### src/rtl/controller_unit.sv
// Microcoded control sequencer for the accumulator CPU: walks each instruction
// through fetch, decode, operand-fetch and execute micro-steps, one state per clock.
// Latency: implied ops 4 cycles, JMP/JZ 7, memory/ALU ops 9; HALT parks until reset.
// Backpressure: none; no wait states or handshakes, opcode sampled combinationally.
//
// Ports:
//   clk, res (async active-high)       clock and reset
//   opcode[7:0]                         current IR contents
//   ac_source/write_ac                  AC mux select and load enable
//   mar_source/write_mar                MAR mux select and load enable
//   mdr_source/write_mdr                MDR mux select and load enable
//   write_flags                         FLAGS load from ALU status
//   pc_source/write_pc                  PC mux select and load enable
//   write_ir, write_mem                 IR load from MDR, memory write
//   ALU_op_select, ALUctl               ALU B operand select and ALU operation
module controller_unit (
  input  logic       clk,
  input  logic       res,
  input  logic [7:0] opcode,
  output logic [1:0] ac_source,
  output logic       write_ac,
  output logic       mar_source,
  output logic       write_mar,
  output logic [1:0] mdr_source,
  output logic       write_mdr,
  output logic       write_flags,
  output logic [1:0] pc_source,
  output logic       write_pc,
  output logic       write_ir,
  output logic       write_mem,
  output logic [2:0] ALU_op_select,
  output logic [2:0] ALUctl
);

  // Micro-states
  localparam logic [3:0] ST_RST = 4'd0;
  localparam logic [3:0] ST_F0  = 4'd1;
  localparam logic [3:0] ST_F1  = 4'd2;
  localparam logic [3:0] ST_F2  = 4'd3;
  localparam logic [3:0] ST_DEC = 4'd4;
  localparam logic [3:0] ST_A0  = 4'd5;
  localparam logic [3:0] ST_A1  = 4'd6;
  localparam logic [3:0] ST_A2  = 4'd7;
  localparam logic [3:0] ST_A3  = 4'd8;
  localparam logic [3:0] ST_A4  = 4'd9;
  localparam logic [3:0] ST_HLT = 4'd10;

  // Opcodes
  localparam logic [7:0] OP_CLR   = 8'h01;
  localparam logic [7:0] OP_NOT   = 8'h02;
  localparam logic [7:0] OP_LOAD  = 8'h03;
  localparam logic [7:0] OP_STORE = 8'h04;
  localparam logic [7:0] OP_ADD   = 8'h05;
  localparam logic [7:0] OP_SUB   = 8'h06;
  localparam logic [7:0] OP_AND   = 8'h07;
  localparam logic [7:0] OP_OR    = 8'h08;
  localparam logic [7:0] OP_XOR   = 8'h09;
  localparam logic [7:0] OP_INC   = 8'h0A;
  localparam logic [7:0] OP_DEC   = 8'h0B;
  localparam logic [7:0] OP_JMP   = 8'h0C;
  localparam logic [7:0] OP_JZ    = 8'h0D;
  localparam logic [7:0] OP_HALT  = 8'h0E;

  logic [3:0] state_q, state_d;
  logic       is_addr_op;
  logic       is_alu_op;

  always_ff @(posedge clk or posedge res) begin
    if (res) state_q <= ST_RST;
    else     state_q <= state_d;
  end

  // Ops carrying an address byte after the opcode
  assign is_addr_op = ((opcode >= OP_LOAD) && (opcode <= OP_XOR)) ||
                      (opcode == OP_JMP) || (opcode == OP_JZ);
  assign is_alu_op  = (opcode >= OP_ADD) && (opcode <= OP_XOR);

  always_comb begin
    state_d       = state_q;
    ac_source     = 2'd0;
    write_ac      = 1'b0;
    mar_source    = 1'b0;
    write_mar     = 1'b0;
    mdr_source    = 2'd0;
    write_mdr     = 1'b0;
    write_flags   = 1'b0;
    pc_source     = 2'd0;
    write_pc      = 1'b0;
    write_ir      = 1'b0;
    write_mem     = 1'b0;
    ALU_op_select = 3'd0;
    ALUctl        = 3'd0;

    case (state_q)
      ST_RST: begin
        write_pc  = 1'b1;
        pc_source = 2'd3;
        write_ac  = 1'b1;
        ac_source = 2'd2;
        state_d   = ST_F0;
      end
      ST_F0: begin
        write_mar = 1'b1;
        state_d   = ST_F1;
      end
      ST_F1: begin
        write_mdr = 1'b1;
        write_pc  = 1'b1;
        state_d   = ST_F2;
      end
      ST_F2: begin
        write_ir = 1'b1;
        state_d  = ST_DEC;
      end
      ST_DEC: begin
        state_d = is_addr_op ? ST_A0 : ST_F0;
        case (opcode)
          OP_CLR: begin
            write_ac  = 1'b1;
            ac_source = 2'd2;
          end
          OP_NOT: begin
            write_ac    = 1'b1;
            ALUctl      = 3'd5;
            write_flags = 1'b1;
          end
          OP_INC, OP_DEC: begin
            write_ac      = 1'b1;
            ALU_op_select = 3'd1;
            ALUctl        = (opcode == OP_DEC) ? 3'd1 : 3'd0;
            write_flags   = 1'b1;
          end
          OP_HALT: state_d = ST_HLT;
          default: ;
        endcase
      end
      ST_A0: begin
        write_mar = 1'b1;
        state_d   = ST_A1;
      end
      ST_A1: begin
        write_mdr = 1'b1;
        write_pc  = 1'b1;
        state_d   = ST_A2;
      end
      ST_A2: begin
        if (opcode == OP_JMP) begin
          write_pc  = 1'b1;
          pc_source = 2'd1;
          state_d   = ST_F0;
        end else if (opcode == OP_JZ) begin
          // Datapath resolves the Z-flag condition on pc_source=2
          write_pc  = 1'b1;
          pc_source = 2'd2;
          state_d   = ST_F0;
        end else begin
          write_mar  = 1'b1;
          mar_source = 1'b1;
          state_d    = ST_A3;
        end
      end
      ST_A3: begin
        write_mdr  = 1'b1;
        mdr_source = (opcode == OP_STORE) ? 2'd1 : 2'd0;
        state_d    = ST_A4;
      end
      ST_A4: begin
        state_d = ST_F0;
        if (opcode == OP_STORE) begin
          write_mem = 1'b1;
        end else if (opcode == OP_LOAD) begin
          write_ac  = 1'b1;
          ac_source = 2'd1;
        end else if (is_alu_op) begin
          write_ac    = 1'b1;
          write_flags = 1'b1;
          // ADD..XOR (5..9) map to ALU ops 0..4; modulo-8 subtract on low bits suffices
          ALUctl      = opcode[2:0] - 3'd5;
        end
      end
      ST_HLT: state_d = ST_HLT;
      default: state_d = ST_RST;
    endcase
  end

endmodule

### config.mk
export PLATFORM = sky130hd
export DESIGN_NAME = controller_unit
export DESIGN_NICKNAME = d
export VERILOG_FILES = /design/src/rtl/controller_unit.sv
export SDC_FILE = /design/constraint.sdc
export NUM_CORES = 1
export LEC_CHECK = 0
export ABC_CLOCK_PERIOD_IN_PS = 2600
export BUFFER_PORTS_ARGS = -buffer_cell sky130_fd_sc_hd__buf_2
export CAP_MARGIN = 10
export CORE_UTILIZATION = 51
export CTS_CLUSTER_SIZE = 24
export DETAILED_ROUTE_END_ITERATION = 8
export GPL_TIMING_DRIVEN = 0
export HOLD_SLACK_MARGIN = 0.12
export PLACE_DENSITY = 0.84
export SYNTH_ARGS = -nofsm -noshare
export SYNTH_HDL_FRONTEND = slang
export SYNTH_SLANG_ARGS = --single-unit
### constraint.sdc
create_clock -name clk -period 2.6 [get_ports clk]
set_clock_uncertainty 0.2 [all_clocks]
set_input_delay 0.26 -clock clk [delete_from_list [all_inputs] [get_ports clk]]
set_output_delay 0.26 -clock clk [all_outputs]
set_load 0.005 [all_outputs]
# [Word level (Yosys, flattened, before mapping)]
# Cells that the tools add are included.
[word_totals] reg_bits=4 elab_cells=78
[classes] add_sub_neg=1 n_lt_le_gt_ge=3 n_eq_ne=19 n_mux=42 n_reduce_logical=12
[ops] operator="equality test 8 x 4 -> 1 bit, second input constant" n=5
[ops] operator="one-hot mux 4 bit (10 select lines)" n=1
[ops] operator="2-to-1 mux 1 bit" n=23
[ops] operator="equality test 4 x 3 -> 1 bit, second input constant" n=4
[ops] operator="equality test 8 x 2 -> 1 bit, second input constant" n=2
[ops] operator="equality test 4 bit, second input constant" n=3
[ops] operator="2-to-1 mux 3 bit" n=4
[ops] operator="2-to-1 mux 4 bit" n=3
[ops] operator="one-hot mux 3 bit (2 select lines)" n=2
[ops] operator="OR reduction 3 bit" n=3
[ops] operator="equality test 4 x 2 -> 1 bit, second input constant" n=2
[ops] operator="equality test 8 x 1 -> 1 bit, second input constant" n=1
[ops] operator="equality test 8 x 3 -> 1 bit, second input constant" n=1
[ops] operator="greater-or-equal comparator 8 x 2 -> 1 bit, second input constant" n=1
[ops] operator="greater-or-equal comparator 8 x 3 -> 1 bit, second input constant" n=1
[ops] operator="<= comparator 8 x 4 -> 1 bit, second input constant" n=1
[ops] operator="2-to-1 mux 2 bit" n=3
[ops] operator="one-hot mux 1 bit (2 select lines)" n=3
[ops] operator="one-hot mux 2 bit (3 select lines)" n=1
[ops] operator="OR reduction 2 bit" n=3
[ops] operator="equality test 4 x 1 -> 1 bit, second input constant" n=1
[ops] operator="logical NOT 4 bit" n=1
[ops] operator="one-hot mux 2 bit (2 select lines)" n=1
[ops] operator="OR reduction 4 bit" n=1
[ops] operator="other kinds (4)" n=6

# [Logic depth before layout (Yosys ltp)]
# Gate-level depths: netlist (run 1).
[logic_depth] ltp_word=7 depth_mapped=6 mapped_depth_nobuf=6

# [Least setup slack after synthesis (run 1)]
# Ideal clock, no wire load.
[synth_path] path_type="input-to-output" start="in opcode[0]" end="out ALUctl[0]" t_arrival_ns=1.484 setup_slack_ns=0.656 path_stages=6 cell_sequence="inv_1 ha_1 or3b_2 o32ai_1 nand2b_1 o22ai_1"
[synth_via] elab_chain_len=6
[synth_lines] item="start, declared" line="19" source="input logic [7:0] opcode,"
[synth_lines] item="greater-or-equal comparator 8 x 3 -> 1 bit or <= comparator 8 x 4 -> 1 bit (tied branches)" line="76" source="assign is_alu_op = (opcode >= OP_ADD) && (opcode <= OP_XOR);"
[synth_lines] item="logical AND 1 bit" line="76"
[synth_lines] item="2-to-1 mux 3 bit" line="174" source="end else if (is_alu_op) begin"
[synth_lines] item="2-to-1 mux 3 bit" line="171" source="end else if (opcode == OP_LOAD) begin"
[synth_lines] item="2-to-1 mux 3 bit" line="169" source="if (opcode == OP_STORE) begin"
[synth_lines] item="one-hot mux 3 bit (2 select lines) *" line="94" source="case (state_q)"
[synth_lines] item="end, declared" line="32" source="output logic [2:0] ALUctl"
# Mark *: on every way between the ends. The rest lies on a longest branch, timed or not.

# [Worst setup path in the final report (run 1)]
[layout_path] start="reg state_q[2]" end="out ALUctl[2]"
[layout_via] elab_chain_len=2
[layout_lines] item="start, declared" line="64" source="logic [3:0] state_q, state_d;"
[layout_lines] item="start signal, assigned" line="70" source="else state_q <= state_d;"
[layout_lines] item="equality test 4 bit or equality test 4 x 3 -> 1 bit (tied branches)" line="94"
[layout_lines] item="one-hot mux 3 bit (2 select lines) *" line="94"
# Marks and branches as above.

==> results.ini, run 1 <==
[sta]
min_period_over_period_pct=91.2
slew_violations=0
hold_viol=0
fin_ws_ns=0.229
setup_viol=0
rsz0062_at_grt=no
max-slew-margin-rel_pct=64.9
worstMarginPinSlew_ns=0.523
tns_ns=0
fin_crit_ns=2.37
fmax_ghz=0.422

[clock_network]
clock_latency_ns=0.24
clkSlewWorstSetupHoldPaths_ns=0.04
cts_tree=built
post_cts_buffers=0
cts_root_buffer=clkbuf_4
clock_sinks=4
cts_max_level=1
cts_buffers=3
postCtsHoldBufs=1
ctsResizeCount=0
cts_buffer_depth=2

[drt]
drtAntennaViolNets=0
num_vias=881
wirelength_um=1940
viasPerCell=5.83
drtIter0Drc=52
avgRoutedWirePerCell_um=12.8
first_pass_iters=4
remaining_drc_errors=0

[finish]
top_register=state_q
synthToLayoutAreaGrowth_pct=25.7
largest_reg_flops=4
reg_top3=state_q: 4 flops
drive_above_1_share_pct=27.2
nets=153
n_antenna_cell=0

[worst_setup_path]
reg2reg_depth=4
slowest_delay_ns=0.52
crit_type=reg2out
r2r_end=state_q[3]
required_ns=2.14
critPathArrivalTime_ns=1.91
r2r_start=state_q[1]
rrSetupSlack_ns=0.92
path_cells=nor2b_1, mux2i_1, or4_1, o32ai_1, buf_2
path_buf_inv=1
crit_family=simple AND/OR/NAND/NOR gates
slowest_stage=or4_1
cp-end-kind=output port
start_kind=flop
critPathMaxFanout=7

[pwr]
peakVddDrop_mv=0.567
p_per_area_nw_per_um2=702
leakage_nw=0.440
p_int_mw=0.331
clkPwrFrac_pct=11.7
pwr-share-seq_pct=19.2
p_comb_share_pct=69.1
swShare_pct=48.9
power_switching_mw=0.317

[placement]
post-place-ws_ns=0.257
routabilityCongestion=0.966
io_buffers=26
hpwl_um=1490

[floorplan]
start_util_pct=55.7
ioPinCount=30
die_area_um2=1600
placementRows=13
fp.dieH_um=40.0
coreArea_um2=1320
die_w_um=40.0

[synth]
async_flop_share_pct=100
synth_top_flop_cell=dfrtp_1
synth_area_um2=734
synth_cells=104
yosysUniqueCellTypes=42
ys_warn_count=0
ys_seq_area_share_pct=13.6
synth_edf_count=0
ys_ff_latch=4
postSynthAreaPerCell_um2=7.06

[outcome]
status=complete, no violations

[min_path]
hold_class=in2async

[global_route]
grt_pass1_vias=694
grt_pass1_wl_um=3060
grt_max_degree=11
grt_remaining_overflow=0
track_usage_pct=28.4
antenna_found_initial=0

[run]
maxCapViolCount=0

[worst max path at each step]
stage          slack, ns  depth (start not counted)  startpoint   endpoint
6_report            0.23                          5  state_q[2]  ALUctl[2]
5_1_grt             0.13                          8   opcode[0]  ALUctl[0]
4_1_cts             0.25                          5  state_q[2]  ALUctl[2]
3_5_place_dp        0.26                          8   opcode[0]  ALUctl[0]
3_3_place_gp        0.32                          8   opcode[0]  ALUctl[0]
2_1_floorplan       0.66                          6   opcode[0]  ALUctl[0]
[power groups by stage]
stage	logic [mW]	clock network, mW	registers (mW)
5_1_grt	0.506	0.0802	0.128
6_report	0.448	0.0760	0.124
3_3_place_gp	0.436	0	0.122
4_1_cts	0.443	0.0783	0.123
3_5_place_dp	0.440	0	0.124
2_1_floorplan	0.306	0	0.116
[logic make-up after synthesis]
logic type | share of synthesized area [%]
fa+ha+maj | 8.52
flops | 13.6
other cells | 0.511
mux | 2.73
simple gates | 39.9
compound gates | 25.6
buf+inv | 9.20
[final cells by class]
type	count	area (um2)
multi-input cells	87	574
fillers	110	394
repair buffers	27	140
flip-flops and latches	4	100
plain buffers	10	48.8
clock buffers	3	22.5
inverters	5	18.8
well taps	15	18.8
[routing by layer]
| layer | track usage (%) | wire length [um] | part of all wire [%] |
|---|---|---|---|
| met5 | 0 | 0 | 0 |
| met2 | 47.2 | 959 | 50 |
| met1 | 40.5 | 815 | 42 |
| met3 | 0 | 132 | 6.8 |
| met4 | 7.76 | 29 | 1.5 |
[tightest hold or removal path, stage by stage]
cell,delay (ns)
dlygate4sd3_1,0.54
buf_2,0.12
inv_1,0.12
[layout by cell type (no fill, tap or decap), types with 2 or more instances in the layout]
master	synthesis	routed
o21bai_1	2	2
clkbuf_1	7	7
dfrtp_1	4	4
nand3_1	4	4
nor3_1	3	3
buf_2	0	26
nor2_1	12	12
inv_1	5	5
o21ai_0	3	3
or4_1	2	2
and3_1	2	2
ha_1	5	5
o32ai_1	2	2
conb_1	1	3
nand2_1	9	9
nand2b_1	3	3
buf_4	3	3
mux2i_1	2	2
a31oi_1	3	3
nor2b_1	6	6
a21oi_1	4	4
clkbuf_4	0	3
[cells in the mapped netlist (all sizes together) (2+ instances only)]
| cell | n | area, um2 |
|---|---|---|
| nand3 | 5 | 30.0 |
| buf | 3 | 22.5 |
| dfrtp | 4 | 100 |
| a21oi | 4 | 20.0 |
| nor2b | 6 | 37.5 |
| ha | 5 | 62.6 |
| nor2 | 12 | 45.0 |
| o21ai | 3 | 15.0 |
| mux2i | 2 | 20.0 |
| nor4 | 2 | 27.5 |
| and3 | 2 | 12.5 |
| o21bai | 2 | 15.0 |
| or4 | 2 | 15.0 |
| clkbuf | 7 | 26.3 |
| a2111oi | 2 | 23.8 |
| a31oi | 3 | 18.8 |
| o32ai | 2 | 17.5 |
| nor3 | 3 | 15.0 |
| nand2b | 3 | 18.8 |
| nand2 | 10 | 40.0 |
| inv | 5 | 18.8 |
[stage by stage]
stage                     utilization, %  cell area (um2)  hold WS [ns]  instances  power [mW]
after global routing                70.1              923         0.284        151       0.714
after detailed placement            67.6              891       -0.0534        147       0.564
final                               70.1              923         0.266        151       0.648
after global placement              67.6              891       -0.0644        147       0.558
after floorplan                        -              742        -0.174        106       0.422
after CTS                           70.1              923         0.248        151       0.644
(Power assumes the default switching activity.)
==> inputs of run 2 (changes only) <==
--- a/config.mk
+++ b/config.mk
@@ -5,10 +5,11 @@
 export SDC_FILE = /design/constraint.sdc
 export NUM_CORES = 1
 export LEC_CHECK = 0
+export ABC_AREA = 1
 export ABC_CLOCK_PERIOD_IN_PS = 2600
 export BUFFER_PORTS_ARGS = -buffer_cell sky130_fd_sc_hd__buf_2
 export CAP_MARGIN = 10
-export CORE_UTILIZATION = 51
+export CORE_UTILIZATION = 52
 export CTS_CLUSTER_SIZE = 24
 export DETAILED_ROUTE_END_ITERATION = 8
 export GPL_TIMING_DRIVEN = 0
==> run 2 against run 1 <==
  * Sequential cell count did not move
  * Maximum frequency rose by 17%
  * Register-to-register slack improved by 0.33 ns
  * Critical path depth rose by 3
  * Die area rose by 5.3%
  * Cell count rose by 19%
  * Design area rose by 5.6%
  * Clock power rose by 0.7%
  * Wire length fell by 7.9%
  * Worst hold slack got worse by 0.017 ns
  * Setup slack improved by 0.34 ns
  * Via count rose by 0.34%
==> results.ini, run 2 <==
[outcome]
status=complete, no violations  ; unchanged

[floorplan]
die_w_um=41.0  ; was 40.0 um
ioPinCount=30  ; unchanged
fp.dieH_um=41.0  ; was 40.0 um
placementRows=13  ; unchanged
start_util_pct=58.6  ; was 55.7%
coreArea_um2=1350  ; was 1320 um2
die_area_um2=1680  ; was 1600 um2

[drt]
wirelength_um=1780  ; was 1940 um
avgRoutedWirePerCell_um=9.91  ; was 12.8 um
num_vias=884  ; was 881
drtIter0Drc=18  ; was 52
drtAntennaViolNets=0  ; unchanged
remaining_drc_errors=0  ; unchanged
viasPerCell=4.91  ; was 5.83
first_pass_iters=4  ; unchanged

[synth]
synth.area.top_cells=nand2_1 (13%), dfrtp_1 (13%), inv_1 (9.0%), nand3_1 (8.9%), nor2_1 (8.5%)  ; was dfrtp_1 (14%), ha_1 (8.5%), nor2_1 (6.1%), nor2b_1 (5.1%), nand2_1 (4.6%)
yosysUniqueCellTypes=27  ; was 42
synth_commonest_cells=nand2_1 (28), inv_1 (19), nor2_1 (18)  ; was nor2_1 (12), nand2_1 (9), clkbuf_1 (7)
postSynthAreaPerCell_um2=5.90  ; was 7.06 um2
ys_warn_count=0  ; unchanged
synth.most_common_cell=nand2_1  ; was nor2_1
synth_edf_count=0  ; unchanged
async_flop_share_pct=100  ; unchanged
synth_area_um2=791  ; was 734 um2
yosys.area.top_type=nand2_1  ; was dfrtp_1
synth_cells=134  ; was 104
ys_seq_area_share_pct=12.7  ; was 13.6%
ys_ff_latch=4  ; unchanged
synth_top_area_share_pct=13.3  ; was 13.6%
synth_top_flop_cell=dfrtp_1  ; unchanged

[clock_network]
cts_tree=built  ; unchanged
clock_sinks=4  ; unchanged
cts_root_buffer=clkbuf_4  ; unchanged
cts_buffers=3  ; unchanged
clkSlewWorstSetupHoldPaths_ns=0.04  ; about the same
ctsResizeCount=0  ; unchanged
post_cts_buffers=0  ; unchanged
cts_buffer_depth=2  ; unchanged
cts_max_level=1  ; unchanged
clock_latency_ns=0.23  ; was 0.24 ns

[sta]
hold_viol=0  ; unchanged
fin_crit_ns=2.03  ; was 2.37 ns
timing.hold.ws_ns=0.249  ; was 0.266 ns
slew_violations=0  ; unchanged
min_period_over_period_pct=78.0  ; was 91.2%
fmax_ghz=0.493  ; was 0.422 GHz
tns_ns=0  ; unchanged
setup_viol=0  ; unchanged
rsz0062_at_grt=no  ; unchanged

[min_path]
hold_class=in2async  ; unchanged

[worst_setup_path]
start_kind=flop  ; unchanged
slowest_stage=dfrtp_1  ; was or4_1
path_cells=inv_2, nand2_2, nor2_2, o21ai_2, nor2_2, nand3_1, nand2_1, buf_2  ; was nor2b_1, mux2i_1, or4_1, o32ai_1, buf_2
crit_type=reg2out  ; unchanged
critPathArrivalTime_ns=1.57  ; was 1.91 ns
path_buf_inv=2  ; was 1
slowest_delay_ns=0.44  ; was 0.52 ns
r2r_end=state_q[0]  ; was state_q[3]
reg2reg_depth=5  ; was 4
cp-end-kind=output port  ; unchanged
required_ns=2.14  ; about the same
cp.depth=8  ; was 5
critPathMaxFanout=4  ; was 7
crit_family=simple AND/OR/NAND/NOR gates  ; unchanged
rrSetupSlack_ns=1.25  ; was 0.92 ns
crit_path_frequent_cell=nor2_2
r2r_start=state_q[0]  ; was state_q[1]

[pwr]
swShare_pct=51.4  ; was 48.9%
leakage_nw=0.576  ; was 0.440 nW
p_int_mw=0.306  ; was 0.331 mW
p_comb_share_pct=65.3  ; was 69.1%
peakVddDrop_mv=0.452  ; was 0.567 mV
clkPwrFrac_pct=12.1  ; was 11.7%
pwr-share-seq_pct=22.5  ; was 19.2%
p_per_area_nw_per_um2=647  ; was 702 nW/um2
power_switching_mw=0.324  ; was 0.317 mW

[finish]
fill_cells=126  ; was 110
largest_reg_flops=4  ; unchanged
most-common-layout-cells=nand2_1 (28), buf_2 (25), inv_1 (19), nor2_1 (18), nand3_1 (14)  ; was buf_2 (26), nor2_1 (12), nand2_1 (9), clkbuf_1 (7), nor2b_1 (6)
n_antenna_cell=0  ; unchanged
instances_no_fill=180  ; was 151
final_common_cell=nand2_1  ; was buf_2
reg_top3=state_q: 4 flops  ; unchanged
top_register=state_q  ; unchanged
drive_above_1_share_pct=36.4  ; was 27.2%
synthToLayoutAreaGrowth_pct=23.3  ; was 25.7%
nets=182  ; was 153

[placement]
hpwl_um=1540  ; was 1490 um
place_inst=176  ; was 147
io_buffers=25  ; was 26
routabilityCongestion=0.843  ; was 0.966

[global_route]
antenna_found_initial=0  ; unchanged
grt_pass1_vias=743  ; was 694
track_usage_pct=25.6  ; was 28.4%
grt_pass1_wl_um=2900  ; was 3060 um
grt_remaining_overflow=0  ; unchanged
grt_max_degree=9  ; was 11

[run]
maxCapViolCount=0  ; unchanged

-- run 2: metrics by stage --
stage,utilization [%],total power [mW],instance area [um2],setup slack [ns]
detailed placement,69.8,0.553,942,0.691
floorplan,-,0.414,798,1.06
global placement,69.8,0.538,942,0.741
CTS,72.2,0.633,975,0.572
global route,72.2,0.699,975,0.476
finish,72.2,0.630,975,0.572
-- run 2: layer usage --
layer | wire length, um | share of wire, % | vias to the layer above | global-route usage [%]
li1 | - | - | 469 | -
met1 | 845 | 47 | 382 | 32.8
met2 | 842 | 47 | 33 | 45.3
met3 | 96 | 5.4 | 0 | 3.26
met4 | 0 | 0 | 0 | 5.00
met5 | 0 | 0 | - | 0
-- run 2: cell families (layout without fill, tap and decap cells) --
logic type / after synthesis / count (layout) / synth area share [%]
buf+inv: 29 / 58 / 16.1
xor+xnor: 1 / 1 / 1.11
fa+ha+maj: 5 / 5 / 7.91
other cells: 1 / 3 / 0.474
flops: 4 / 4 / 12.7
simple gates: 83 / 83 / 53.6
compound gates: 11 / 11 / 8.07
-- run 2: power by group through the flow --
stage / Sequential, mW / Clock [mW] / Combinational, mW
floorplan: 0.131 / 0 / 0.283
global placement: 0.138 / 0 / 0.400
detailed placement: 0.142 / 0 / 0.411
CTS: 0.141 / 0.0778 / 0.414
global route: 0.144 / 0.0816 / 0.473
finish: 0.142 / 0.0765 / 0.412
-- run 2: timing repair --
action,in CTS,in global routing
hold buffers,1,0
setup endpoints to repair,0,0
endpoints found under the hold margin,4,0
-- run 2: worst max path at each step --
| stage | from | to | slack, ns |
|---|---|---|---|
| finish | state_q[1] | ALUctl[0] | 0.57 |
| global route | state_q[1] | ALUctl[0] | 0.48 |
| CTS | state_q[1] | ALUctl[0] | 0.57 |
| detailed placement | opcode[0] | ALUctl[0] | 0.69 |
| global placement | opcode[0] | ALUctl[1] | 0.74 |
| floorplan | opcode[0] | ALUctl[1] | 1.06 |
-- run 2: worst min-delay path: cells and delay by family --
family                 cells  cell delay [ns]
buffers and inverters      3             0.77
-- run 2: area by class of cell --
| type | instances | area (um2) | share of cell area [%] |
|---|---|---|---|
| Multi-Input combinational cell | 103 | 571 | 58.5 |
| Timing Repair Buffer | 26 | 135 | 13.9 |
| Sequential cell | 4 | 100 | 10.3 |
| Tap cell | 15 | 18.8 | 1.93 |
| Clock buffer | 3 | 22.5 | 2.31 |
| Inverter | 25 | 93.8 | 9.63 |
| Buffer | 4 | 33.8 | 3.47 |
==> inputs of run 3 (changes only) <==
--- a/config.mk
+++ b/config.mk
@@ -6,15 +6,15 @@
 export NUM_CORES = 1
 export LEC_CHECK = 0
 export ABC_AREA = 1
-export ABC_CLOCK_PERIOD_IN_PS = 2600
+export ABC_CLOCK_PERIOD_IN_PS = 1700
 export BUFFER_PORTS_ARGS = -buffer_cell sky130_fd_sc_hd__buf_2
 export CAP_MARGIN = 10
-export CORE_UTILIZATION = 52
+export CORE_UTILIZATION = 43
 export CTS_CLUSTER_SIZE = 24
 export DETAILED_ROUTE_END_ITERATION = 8
 export GPL_TIMING_DRIVEN = 0
 export HOLD_SLACK_MARGIN = 0.12
-export PLACE_DENSITY = 0.84
+export PLACE_DENSITY = 0.74
 export SYNTH_ARGS = -nofsm -noshare
 export SYNTH_HDL_FRONTEND = slang
 export SYNTH_SLANG_ARGS = --single-unit
==> constraint.sdc (replaced) <==
create_clock -name clk -period 1.7 [get_ports clk]
set_clock_uncertainty 0.2 [all_clocks]
set_input_delay 0.17 -clock clk [delete_from_list [all_inputs] [get_ports clk]]
set_output_delay 0.17 -clock clk [all_outputs]
set_load 0.005 [all_outputs]
==> run 3 against run 2 <==
  * Sequential cell count is the same
  * Clock power up 56%
  * Critical path depth down 1
  * Die area is 20% higher
  * Register-to-register slack got worse by 0.98 ns
  * Non-clock buffer count increased by 12
  * Wire length up 21%
  * Count of clock-buffer cells in the layout did not move
  * Global-route usage down 3.5 points
  * Utilization is 6.5 points lower
  * Design area rose by 16%
  * The flow now finishes with violations (negative setup slack)
  * Largest power group unchanged
==> results.ini, run 3 (same netlist as run 2, synthesis figures left out) <==
[clock_network]
clkSlewWorstSetupHoldPaths_ns=0.04  ; about the same
cts_root_buffer=clkbuf_4  ; unchanged
cts_tree=built  ; unchanged
cts_buffers=3  ; unchanged
clock_latency_ns=0.24  ; was 0.23 ns
cts_max_level=1  ; unchanged
cts_buffer_depth=2  ; unchanged
clock_sinks=4  ; unchanged

[placement]
dpl_cell_area_um2=955  ; was 942 um2
io_buffers=25  ; unchanged
routabilityCongestion=0.905  ; was 0.843
hpwl_um=1580  ; was 1540 um

[sta]
fin_ws_ns=-0.171  ; was 0.572 ns
setup_viol=13  ; was 0
min_period_over_period_pct=110
fin_crit_ns=1.87
timing.hold.ws_ns=0.155  ; was 0.249 ns
rsz0062_at_grt=yes  ; was no
slew_violations=0  ; unchanged
hold_viol=0  ; unchanged
fmax_ghz=0.534

[drt]
drtAntennaViolNets=0  ; unchanged
first_pass_iters=4  ; unchanged
wirelength_um=2150  ; was 1780 um
avgRoutedWirePerCell_um=10.7  ; was 9.91 um
viasPerCell=4.78  ; was 4.91
remaining_drc_errors=0  ; unchanged
drtIter0Drc=29  ; was 18
num_vias=965  ; was 884

[finish]
postLayoutCoreUtil_pct=65.7  ; was 72.2%
most-common-layout-cells=nand2_1 (25), buf_2 (25), nor2_1 (18), inv_1 (17), buf_4 (14)  ; was nand2_1 (28), buf_2 (25), inv_1 (19), nor2_1 (18), nand3_1 (14)
design_area_um2=1130  ; was 975 um2
synthToLayoutAreaGrowth_pct=43.5  ; was 23.3%
top_register=state_q  ; unchanged
nets=194  ; was 182
n_antenna_cell=0  ; unchanged
drive_above_1_share_pct=47.5  ; was 36.4%
reg_top3=state_q: 4 flops  ; unchanged
largest_reg_flops=4  ; unchanged

[run]
maxCapViolCount=0  ; unchanged

[worst_setup_path]
start_kind=flop  ; unchanged
required_ns=1.33  ; was 2.14 ns
cp-end-kind=output port  ; unchanged
crit_type=reg2out  ; unchanged
critPathMaxFanout=3  ; was 4
critPathArrivalTime_ns=1.50  ; was 1.57 ns

[global_route]
grt_pass1_wl_um=3350  ; was 2900 um
antenna_found_initial=0  ; unchanged
grt_max_degree=9  ; unchanged
grt_remaining_overflow=0  ; unchanged
grt_pass1_vias=829  ; was 743
track_usage_pct=22.1  ; was 25.6%

[floorplan]
die_area_um2=2010  ; was 1680 um2
start_util_pct=45.8  ; was 58.6%
coreArea_um2=1730  ; was 1350 um2
ioPinCount=30  ; unchanged
fp.dieH_um=44.9  ; was 41.0 um
die_w_um=44.9  ; was 41.0 um
placementRows=15  ; was 13

[pwr]
peakVddDrop_mv=0.604  ; was 0.452 mV
p_per_area_nw_per_um2=1060  ; was 647 nW/um2
leakage_nw=0.631  ; was 0.576 nW

[min_path]
hold_class=in2async  ; unchanged

[outcome]
violations=negative setup slack
status=finished with violations  ; was complete, no violations

[run 3: report_power, final]
group,internal [mW],total [mW],leakage [nW],switching [mW]
clock network,0.0790,0.119,0.0138,0.0403
registers,0.146,0.220,0.0470,0.0740
logic,0.397,0.868,0.571,0.471
total,0.622,1.21,0.631,0.586
[run 3: layout make-up]
| cell class | count | area (um2) |
|---|---|---|
| buffer | 4 | 33.8 |
| multi-input combinational | 103 | 618 |
| inverter | 25 | 96.3 |
| sequential | 4 | 104 |
| fill | 149 | 592 |
| tap | 25 | 31.3 |
| timing repair buffer | 38 | 229 |
| clock buffer | 3 | 22.5 |
[run 3: worst paths after layout]
check                           start          to  slack (ns)  cells after the start
min reg2reg                state_q[0]  state_q[1]        0.49                      3
max                        state_q[2]   ALUctl[2]       -0.17                      7
min                               res  state_q[0]        0.16                      3
max reg2reg                state_q[2]  state_q[0]        0.27                      6
min in group clk            opcode[2]  state_q[0]        0.19                      4
max in group asynchronous         res  state_q[1]        0.97                      3
[run 3: per-stage QoR]
stage               power (mW)  setup WS (ns)  TNS [ns]  instances
floorplan                0.633          0.259         0        136
global placement         0.836        0.00347         0        186
detailed placement       0.842        -0.0201   -0.0459        186
CTS                       1.09         -0.121    -0.810        198
global route              1.30         -0.225     -2.06        202
finish                    1.21         -0.171     -1.07        202
[run 3: layer usage]
metal | GRT usage, % | share of wire [%] | vias up | routed length (um)
li1 | - | - | 495 | -
met1 | 27.0 | 43 | 428 | 922
met2 | 39.1 | 51 | 38 | 1090
met3 | 3.20 | 5.2 | 4 | 112
met4 | 8.48 | 1.2 | 0 | 26
met5 | 0 | 0 | - | 0
[run 3: what timing repair did]
| action | 4_1_cts | 5_1_grt |
|---|---|---|
| endpoints found under the setup margin | 12 | 16 |
| hold endpoints to repair | 4 | 0 |
| resized for setup | 5 | 13 |
| setup buffers | 8 | 4 |
| hold buffers | 1 | 0 |
| pin swaps | 8 | 6 |
[run 3: critical path: stages (launching register included)]
cell and delay (ns):
dfrtp_1 0.43, inv_2 0.09, buf_4 0.12, nand4_1 0.17
a21oi_1 0.20, nand3_1 0.09, nand2_1 0.07, buf_2 0.10
